**config.mk**
```make
export PLATFORM = sky130hd
export DESIGN_NAME = dispatch_multi_fu
export DESIGN_NICKNAME = d
export VERILOG_FILES = /design/src/rtl/dispatch_multi_fu.sv
export SDC_FILE = /design/constraint.sdc
export NUM_CORES = 1
export LEC_CHECK = 0
export CORE_MARGIN = 2
export CORE_UTILIZATION = 57
export CTS_CLUSTER_SIZE = 20
export DETAILED_ROUTE_END_ITERATION = 10
export PLACE_DENSITY = 0.87
export SLEW_MARGIN = 15
export SYNTH_ARGS = -nofsm -noshare
export SYNTH_HDL_FRONTEND = slang
export SYNTH_SLANG_ARGS = --single-unit
```
**constraint.sdc**
```tcl
create_clock -name clk -period 7.5 [get_ports clk]
set_input_delay 1.5 -clock clk [delete_from_list [all_inputs] [get_ports clk]]
set_output_delay 1.5 -clock clk [all_outputs]
set_load 0.005 [all_outputs]
```
**src/rtl/dispatch_multi_fu.sv**
```systemverilog
// rtl/dispatch_multi_fu.sv - per-FU dispatch FIFOs with round-robin grant, ROB alloc and partial flush
module dispatch_multi_fu #(
   parameter int N_FU      = 3,
   parameter int DEPTH     = 2,
   parameter int PREG_W    = 7,
   parameter int ROB_W     = 5,
   parameter int N_CDB     = 3,
   parameter int PAYLOAD_W = 64
) (
   input  logic                               clk,
   input  logic                               reset,
   input  logic                               in_valid,
   output logic                               in_ready,
   input  logic [N_FU-1:0]                    in_fu_sel,
   input  logic [PREG_W-1:0]                  in_pd_new,
   input  logic [PREG_W-1:0]                  in_pd_old,
   input  logic [PREG_W-1:0]                  in_ps1,
   input  logic [PREG_W-1:0]                  in_ps2,
   input  logic [ROB_W-1:0]                   in_rob_tag,
   input  logic [PAYLOAD_W-1:0]               in_payload,
   output logic                               nr_valid,
   output logic [PREG_W-1:0]                  nr_reg,
   output logic [PREG_W-1:0]                  query_ps1,
   output logic [PREG_W-1:0]                  query_ps2,
   input  logic                               prf_rdy1,
   input  logic                               prf_rdy2,
   input  logic [N_CDB-1:0]                   cdb_valid,
   input  logic [N_CDB*PREG_W-1:0]            cdb_preg,
   input  logic [N_FU-1:0]                    rs_ready,
   output logic [N_FU-1:0]                    rs_valid,
   output logic [PREG_W-1:0]                  out_pd_new,
   output logic [PREG_W-1:0]                  out_ps1,
   output logic [PREG_W-1:0]                  out_ps2,
   output logic [ROB_W-1:0]                   out_rob_tag,
   output logic [PAYLOAD_W-1:0]               out_payload,
   output logic                               out_rdy1,
   output logic                               out_rdy2,
   input  logic                               rob_full,
   input  logic [ROB_W-1:0]                   rob_head,
   output logic                               rob_we,
   output logic [PREG_W-1:0]                  rob_pd_new,
   output logic [PREG_W-1:0]                  rob_pd_old,
   input  logic                               flush,
   input  logic [ROB_W-1:0]                   flush_tag,
   output logic [N_FU*($clog2(DEPTH)+1)-1:0]  fifo_cnt
);

   localparam int PTR_W = $clog2(DEPTH);
   localparam int CNT_W = PTR_W + 1;
   localparam int SEL_W = $clog2(N_FU);

   typedef struct packed {
      logic [PREG_W-1:0]    pd_new;
      logic [PREG_W-1:0]    pd_old;
      logic [PREG_W-1:0]    ps1;
      logic [PREG_W-1:0]    ps2;
      logic [ROB_W-1:0]     tag;
      logic [PAYLOAD_W-1:0] payload;
   } uop_t;

   uop_t             mem [N_FU][DEPTH];
   uop_t             in_uop;
   uop_t             head_uop;
   logic [PTR_W-1:0] head [N_FU];
   logic [CNT_W-1:0] cnt  [N_FU];
   logic [CNT_W-1:0] keep [N_FU];
   logic [SEL_W-1:0] rr, sel, gnt;
   logic             gnt_any, accept;
   logic [N_FU-1:0]  elig, push_fu, pop_fu;
   logic [2*N_FU-1:0] elig2;

   function automatic logic src_rdy(input logic [PREG_W-1:0] ps, input logic prf,
                                    input logic [N_CDB-1:0] cv, input logic [N_CDB*PREG_W-1:0] cp);
      src_rdy = (ps == '0) || prf;
      for (int k = 0; k < N_CDB; k++)
         if (cv[k] && cp[k*PREG_W +: PREG_W] == ps) src_rdy = 1'b1;
   endfunction

   assign in_uop = '{pd_new: in_pd_new, pd_old: in_pd_old, ps1: in_ps1, ps2: in_ps2,
                     tag: in_rob_tag, payload: in_payload};

   always_comb begin
      sel = '0;
      for (int i = N_FU-1; i >= 0; i--)
         if (in_fu_sel[i]) sel = SEL_W'(i);
   end

   // an empty fu_sel is accepted and dropped so rename never stalls on it
   assign in_ready = !flush && ((in_fu_sel == '0) || (cnt[sel] < CNT_W'(DEPTH)));
   assign accept   = in_valid && in_ready && (in_fu_sel != '0);
   assign nr_valid = accept && (in_pd_new != '0);
   assign nr_reg   = in_pd_new;

   always_comb begin
      for (int i = 0; i < N_FU; i++)
         elig[i] = (cnt[i] != '0) && rs_ready[i] && !rob_full && !flush;
   end
   assign elig2 = {elig, elig};

   always_comb begin
      gnt_any = 1'b0;
      gnt     = '0;
      for (int k = 0; k < N_FU; k++) begin
         if (!gnt_any && elig2[int'(rr) + k]) begin
            gnt_any = 1'b1;
            gnt     = (int'(rr) + k >= N_FU) ? SEL_W'(int'(rr) + k - N_FU) : SEL_W'(int'(rr) + k);
         end
      end
   end

   always_comb begin
      for (int i = 0; i < N_FU; i++) begin
         push_fu[i] = accept && (sel == SEL_W'(i));
         pop_fu[i]  = gnt_any && (gnt == SEL_W'(i));
      end
   end

   // survivors form a head prefix, so counting them gives the retracted tail directly
   always_comb begin
      for (int i = 0; i < N_FU; i++) begin
         keep[i] = '0;
         for (int j = 0; j < DEPTH; j++)
            if ((CNT_W'(j) < cnt[i]) &&
                (ROB_W'(mem[i][head[i] + PTR_W'(j)].tag - rob_head) <= ROB_W'(flush_tag - rob_head)))
               keep[i] = keep[i] + CNT_W'(1);
      end
   end

   assign head_uop = mem[gnt][head[gnt]];

   always_comb begin
      rs_valid    = '0;
      rob_we      = 1'b0;
      out_pd_new  = '0;
      out_ps1     = '0;
      out_ps2     = '0;
      out_rob_tag = '0;
      out_payload = '0;
      out_rdy1    = 1'b0;
      out_rdy2    = 1'b0;
      rob_pd_new  = '0;
      rob_pd_old  = '0;
      query_ps1   = '0;
      query_ps2   = '0;
      if (gnt_any) begin
         rs_valid[gnt] = 1'b1;
         rob_we        = 1'b1;
         out_pd_new    = head_uop.pd_new;
         out_ps1       = head_uop.ps1;
         out_ps2       = head_uop.ps2;
         out_rob_tag   = head_uop.tag;
         out_payload   = head_uop.payload;
         out_rdy1      = src_rdy(head_uop.ps1, prf_rdy1, cdb_valid, cdb_preg);
         out_rdy2      = src_rdy(head_uop.ps2, prf_rdy2, cdb_valid, cdb_preg);
         rob_pd_new    = head_uop.pd_new;
         rob_pd_old    = head_uop.pd_old;
         query_ps1     = head_uop.ps1;
         query_ps2     = head_uop.ps2;
      end
   end

   always_comb begin
      fifo_cnt = '0;
      for (int i = 0; i < N_FU; i++)
         fifo_cnt[i*CNT_W +: CNT_W] = cnt[i];
   end

   always_ff @(posedge clk or negedge reset) begin
      if (!reset) begin
         rr <= '0;
         for (int i = 0; i < N_FU; i++) begin
            head[i] <= '0;
            cnt[i]  <= '0;
         end
      end else if (flush) begin
         for (int i = 0; i < N_FU; i++)
            cnt[i] <= keep[i];
      end else begin
         for (int i = 0; i < N_FU; i++) begin
            cnt[i] <= cnt[i] + CNT_W'(push_fu[i]) - CNT_W'(pop_fu[i]);
            if (pop_fu[i]) head[i] <= head[i] + PTR_W'(1);
         end
         if (gnt_any) rr <= (gnt == SEL_W'(N_FU-1)) ? '0 : gnt + SEL_W'(1);
      end
   end

   always_ff @(posedge clk) begin
      for (int i = 0; i < N_FU; i++)
         if (push_fu[i]) mem[i][head[i] + cnt[i][PTR_W-1:0]] <= in_uop;
   end

endmodule

```
Word-level counts from Yosys, hierarchy flattened
Memory sizes are Yosys's and may differ from the RTL's.
Cells that the tools add are included.

storage, ports and cells
  memory bits (writable) = 582
  memories kept = 1
  output and inout port bits = 139
  bits of input ports = 144
  logic and storage cells = 246
  bits in registers = 11

memories
  name  words  width  read ports  clocked after memory_dff  write ports  RTL line  text
  mem   3      194    4           0                         1            61        uop_t mem [N_FU][DEPTH];

operators by class
  bitwise logic cells = 13
  magnitude comparators = 36
  mux-type cells = 91
  add/subtract/negate cells = 28
  equality and inequality tests = 10
  reduce and logical (&&, ||, !) cells = 60

operators with widths
  cell                 count
  $mux 194             7
  $mux 69              18
  $mux 97              6
  $reduce_or 194->1    2
  $demux 97 s1         3
  $mux 64              1
  $eq 7x7->1           6
  $logic_and 1x1->1    37
  $sub 5x5->5          7
  $mux 2               17
  $le 5x5->1           6
  $mux 7               4
  $mux 1               26
  $ge 2x2->1 const B   11
  $not 1->2            10
  $logic_not 7->1      2
  $lt 1x2->1 const A   6
  $add 2x1->2 const B  4
  $lt 3x4->1 const B   2
  $reduce_and 2->1     4
  $reduce_bool 7->1    1
  $add 2x1->2          3
  $bmux 1 s3           2
  $ge 3x2->1 const B   2
  29 further kinds     51

Logic depth before layout (Yosys ltp)
  depth after elaboration = 27
  depth in mapped cells = 22
  gate-level depth less buffers = 16

Worst setup path before layout
OpenSTA, ideal clock, no wires.

  path kind = in2reg
  start point = input port in_fu_sel[2]
  end point = memory mem[2][100] (netlist name), enable pin
  slack = 0.266 ns
  data arrival time = 6.670 ns
  path buffers = 0
  stages = 8
  required time = 6.936 ns
  library setup time = 0.564 ns
  cells stage by stage = nand2_1 -> nor2_1 -> a21oi_1 -> nor2_1 -> a211oi_1 -> and2_1 -> nand3_1 -> nor2b_1

between the ends
  cells in the longest elaborated chain, start to end = 18
  elaborated cells on any way between the ends = 32
  those cells by class = 1 x order compare; 2 x eq/ne; 16 x mux; 1 x bitwise; 12 x reduce/logical

RTL lines
  element                                                           RTL line  text
  start: declaration                                                14        input logic [N_FU-1:0] in_fu_sel,
  $mux 2 (3 in a row)                                               85        if (in_fu_sel[i]) sel = SEL_W'(i);
  $not 2->3 (implied by the code)                                   89        assign in_ready = !flush && ((in_fu_sel == '0) || (cnt[sel] < CNT_W'(DEPTH)));
  $bmux 2 s2                                                        89
  $mux 2 (implied by the code) (2 in a row)                         89
  $lt 2x2->1                                                        89
  $logic_or 1x1->1 (*)                                              89
  $logic_and 1x1->1 (*)                                             89
  net in_ready                                                      13        output logic in_ready,
  $logic_and 1x1->1 (*) (2 in a row)                                90        assign accept = in_valid && in_ready && (in_fu_sel != '0);
  $logic_and 1x1->1                                                 113       push_fu[i] = accept && (sel == SEL_W'(i));
  $mux 1                                                            189       if (push_fu[i]) mem[i][head[i] + cnt[i][PTR_W-1:0]] <= in_uop;
  $mux 194 (implied by the code)                                    189
  $reduce_or 194->1 (no line)                                       -
  $mux 2 (no line) / $mux 194 (equally long branches) (2 in a row)  -
  end: declaration                                                  61

Mark *: on every way through the listed nets, which the timed path passes. The rest lies on a longest branch. The select of a mux whose other input is x is not followed.

Worst setup path after layout
  start point = input port rs_ready[1]
  end point = output port out_rdy1

between the ends
  cells in the longest elaborated chain, start to end = 26
  elaborated cells on any way between the ends = 42
  those cells by class = 3 x eq/ne; 24 x mux; 2 x bitwise; 12 x reduce/logical; 1 x memory

RTL lines
  element                                                       RTL line  text
  start: declaration                                            29        input logic [N_FU-1:0] rs_ready,
  $logic_and 1x1->1 (*) (3 in a row)                            96        elig[i] = (cnt[i] != '0) && rs_ready[i] && !rob_full && !flush;
  $bmux 1 s2                                                    104       if (!gnt_any && elig2[int'(rr) + k]) begin
  $mux 1 (implied by the code)                                  104
  $mux 1                                                        104
  $logic_not 1->1                                               104
  $logic_and 1x1->1                                             104
  $mux 1                                                        104
  $logic_not 1->1                                               104
  [3 not listed]                                                -
  $bmux 1 s2                                                    129       assign head_uop = mem[gnt][head[gnt]];
  $mux 1 (implied by the code) (2 in a row)                     129
  $not 1->2 (implied by the code)                               129
  $mux 97 (implied by the code) (3 in a row)                    129
  $eq 7x7->1 / $logic_not 7->1 (equally long branches)          76, 74
  $logic_and 1x1->1 / $logic_or 1x1->1 (equally long branches)  76, 74
  $mux 1 (3 in a row)                                           76        if (cv[k] && cp[k*PREG_W +: PREG_W] == ps) src_rdy = 1'b1;
  $mux 1 (*)                                                    145       if (gnt_any) begin
  end: declaration                                              36        output logic out_rdy1,

Every way passes the cells marked *; elsewhere a longest branch is shown, timed or not. The select of a mux whose other input is x is not followed.

==> results.toml <==
[synth]
synth_mux_area_frac = 0.03701
synthAdderAreaFrac = 0.03793
avgSynthCellArea_um2 = 13.10
syn-cell-area_um2 = 27110
async_flop_share = 0.01855
synthesis.nets = 2292
ys_types = 65
synth_top_family_by_area = "compound AO/OA/AOI/OAI gates"
seq_area_frac_synth = 0.6547
synth-xor-area-share = 0.02972
ys_seq_elements = 593
synth_compound_gate_area_share = 0.1132
yosys_warnings = 0
yosysTopAreaCell = "edfxtp_1"
synth_common_cells = "edfxtp_1, nand2_1, nor2_1"
synth_area_leaders = "edfxtp_1, a311o_1, nand2_1, ha_1, nor2_1"
syn_inst = 2070
ys.flop_type = "edfxtp_1"
synth_edf_count = 582
post-synth-top-count-cell = "edfxtp_1"
netlist.area_leader.share = 0.6445
yosys.area_share.simple = 0.09617

[critical_path]
cp_slowest_stage_delay_ns = 0.57
r2r_slack_ns = 3.14
cpMaxStageDelayCell = "mux4_2"
r2r-start = "rr[0]$_DFFE_PN0P_"
critPathArrivalTime_ns = 5.68
reg2reg_depth = 15
cp_data_required_time_ns = 6.00
rr_endpoint = "fifo_cnt[3]$_DFF_PN0_"
cp-end-kind = "output pin"
crit_buf_inv = 2
startpoint_type = "primary input"
cp_top_family = "simple AND/OR/NAND/NOR gates"
cp_max_fo = 26
worstSetupPathType = "primary input to output pin"
path_cells = "clkdlybuf4s50_1, o21ai_1, o211ai_1, o211ai_1, nor4b_2, or2_4, mux4_2, nand2b_1, mux2i_1, nor4_1, o2111a_1, a2111oi_2, o22ai_1, clkdlybuf4s50_1"

[clock_tree]
cts_tree = "yes"
cts_buffers = 56
ctsLongestPathBuffers = 3
postCtsHoldBufs = 0
cts_root_buf = "clkbuf_16"
cts_resized = 0
cts.sinks = 593
post_cts.repair.setup_buffers = 0
path_clk_slew_ns = 0.06
clock_latency_ns = 0.61
h-tree-depth = 2

[detailed_routing]
drc = 0
wire_per_inst_um = 22.60
viasPerCell = 6.200
drt_iter0_markers = 1803
num_vias = 18180
ant_nets = 0
drt_wl_total_um = 66270
first_pass_iters = 5

[layout]
drive_gt1_frac = 0.07192
register_area_um2 = 17750
finalInstanceArea_um2 = 32130
fillCellCount = 3101
multi_input_area_um2 = 8611
nets = 2505
area_delta_synth_final_pct = 18.48

[timing]
clock_skew_ns = 0.02908
tns_ns = 0
rsz0062_at_grt = "false"
min_period_over_period = 0.9575
slew_violations = 0
fin_crit_ns = 7.181
relSlewSlack = 0.3041
fmax_mhz = 139.3
tightest_slew_ns = 1.041
finalSetupViolCount = 0
hold_slack_ns = 0.7142
hold_viol_final = 0

[floorplanning]
core_area_um2 = 46750
io_pins = 283
dieArea_um2 = 49330
rows = 79
start_util = 0.5800
die_h_um = 222.1
die_w_um = 222.1

[job]
cap_violations = 0

[grt]
grt_max_degree = 203
antenna_found_initial = 8
grt.total_usage = 0.2633
grt_pass1_wl_um = 100900
grt_pass1_vias = 18080
globalRouteOverflowTotal = 0

[pwr]
totalPowerFinal_mw = 11.52
power_density_nw_per_um2 = 358.7
power_leakage_nw = 11.10
peakVddDrop_uv = 328.9

[run_status]
run_status = "completed"

[min_path]
hold_path_depth = 2
min_to = "fifo_cnt[3]$_DFF_PN0_"
min-delay-start = "fifo_cnt[3]$_DFF_PN0_"
hold_path_class = "register to register"

[placement]
dp_hpwl_um = 38970
globalplace.congestion = 0.9095
portBuffers = 282
placed_area_um2 = 30410
layout by cell type (no fill, tap or decap), types with 14 or more instances in the layout:
cell / synthesis / final
o21ai_0: 28 / 28
a21o_1: 19 / 17
a311o_1: 168 / 168
clkdlybuf4s50_1: 0 / 282
edfxtp_1: 582 / 582
a21oi_1: 115 / 114
ha_1: 71 / 71
nor2_1: 210 / 206
mux2_2: 35 / 35
mux2i_1: 47 / 45
nand2b_1: 14 / 14
clkinv_1: 0 / 15
inv_1: 23 / 23
xor2_1: 43 / 43
xnor2_1: 49 / 49
nand2_1: 350 / 350
clkbuf_16: 0 / 57
buf_4: 32 / 19
per-stage QoR:
stage                 util  instances  worst slack, ns
floorplan                -       2070           0.2659
global placement    0.6504       2832           0.3188
detailed placement  0.6504       2832           0.2451
CTS                 0.6868       2929           0.2344
global route        0.6871       2932          0.04565
finish              0.6871       2932           0.3190
layout make-up:
cell class	count	share of cell area
well taps	607	0.02364
inverters	23	0.002687
repair buffers	313	0.09978
multi-input cells	1296	0.2680
clock buffers	67	0.04557
clock inverters	30	0.007478
flip-flops and latches	593	0.5526
diodes	3	0.0002337
flip-flops by register name, indices dropped and copies added, names as in the netlist:
name / flops
rr: 2
fifo_cnt: 6
mem: 582
head: 3
worst max-delay path by stage:
stage	startpoint	slack [ns]	endpoint	cells past startpoint
3_3_place_gp	rs_ready[0]	0.32	out_rdy1	14
5_1_grt	rs_ready[2]	0.05	out_rdy2	15
2_1_floorplan	in_fu_sel[2]	0.27	mem[2][100]$_DFFE_PP_	8
3_5_place_dp	rs_ready[2]	0.25	out_rdy1	14
6_report	rs_ready[1]	0.32	out_rdy1	14
4_1_cts	rs_ready[2]	0.23	out_rdy1	15
cells by family after synthesis:
group / after synthesis
adder cells (fa/ha/maj): 78
flip-flops: 593
AND/OR/NAND/NOR: 641
buffers and inverters: 181
AO/OA/AOI/OAI: 396
multiplexers: 89
XOR/XNOR: 92
worst min-delay path: stages, from the launching register on:
cell,delay (ns)
dfrtp_1,0.46
xnor2_1,0.15
o21ai_0,0.06
layer usage:
metal | GRT usage | share of wire | vias up
met5 | 0 | 0.00091 | -
met4 | 0.08457 | 0.022 | 10
met3 | 0.06016 | 0.090 | 123
met2 | 0.4416 | 0.49 | 837
met1 | 0.3418 | 0.40 | 9029
li1 | - | - | 8178
where the power goes:
| part | leakage (nW) | internal, mW | switching [mW] | total [mW] |
|---|---|---|---|---|
| clock network | 0.830 | 1.51 | 1.16 | 2.68 |
| logic | 4.87 | 2.14 | 2.71 | 4.84 |
| registers | 5.40 | 3.87 | 0.137 | 4.00 |
Power figures use the tool's default switching activity.
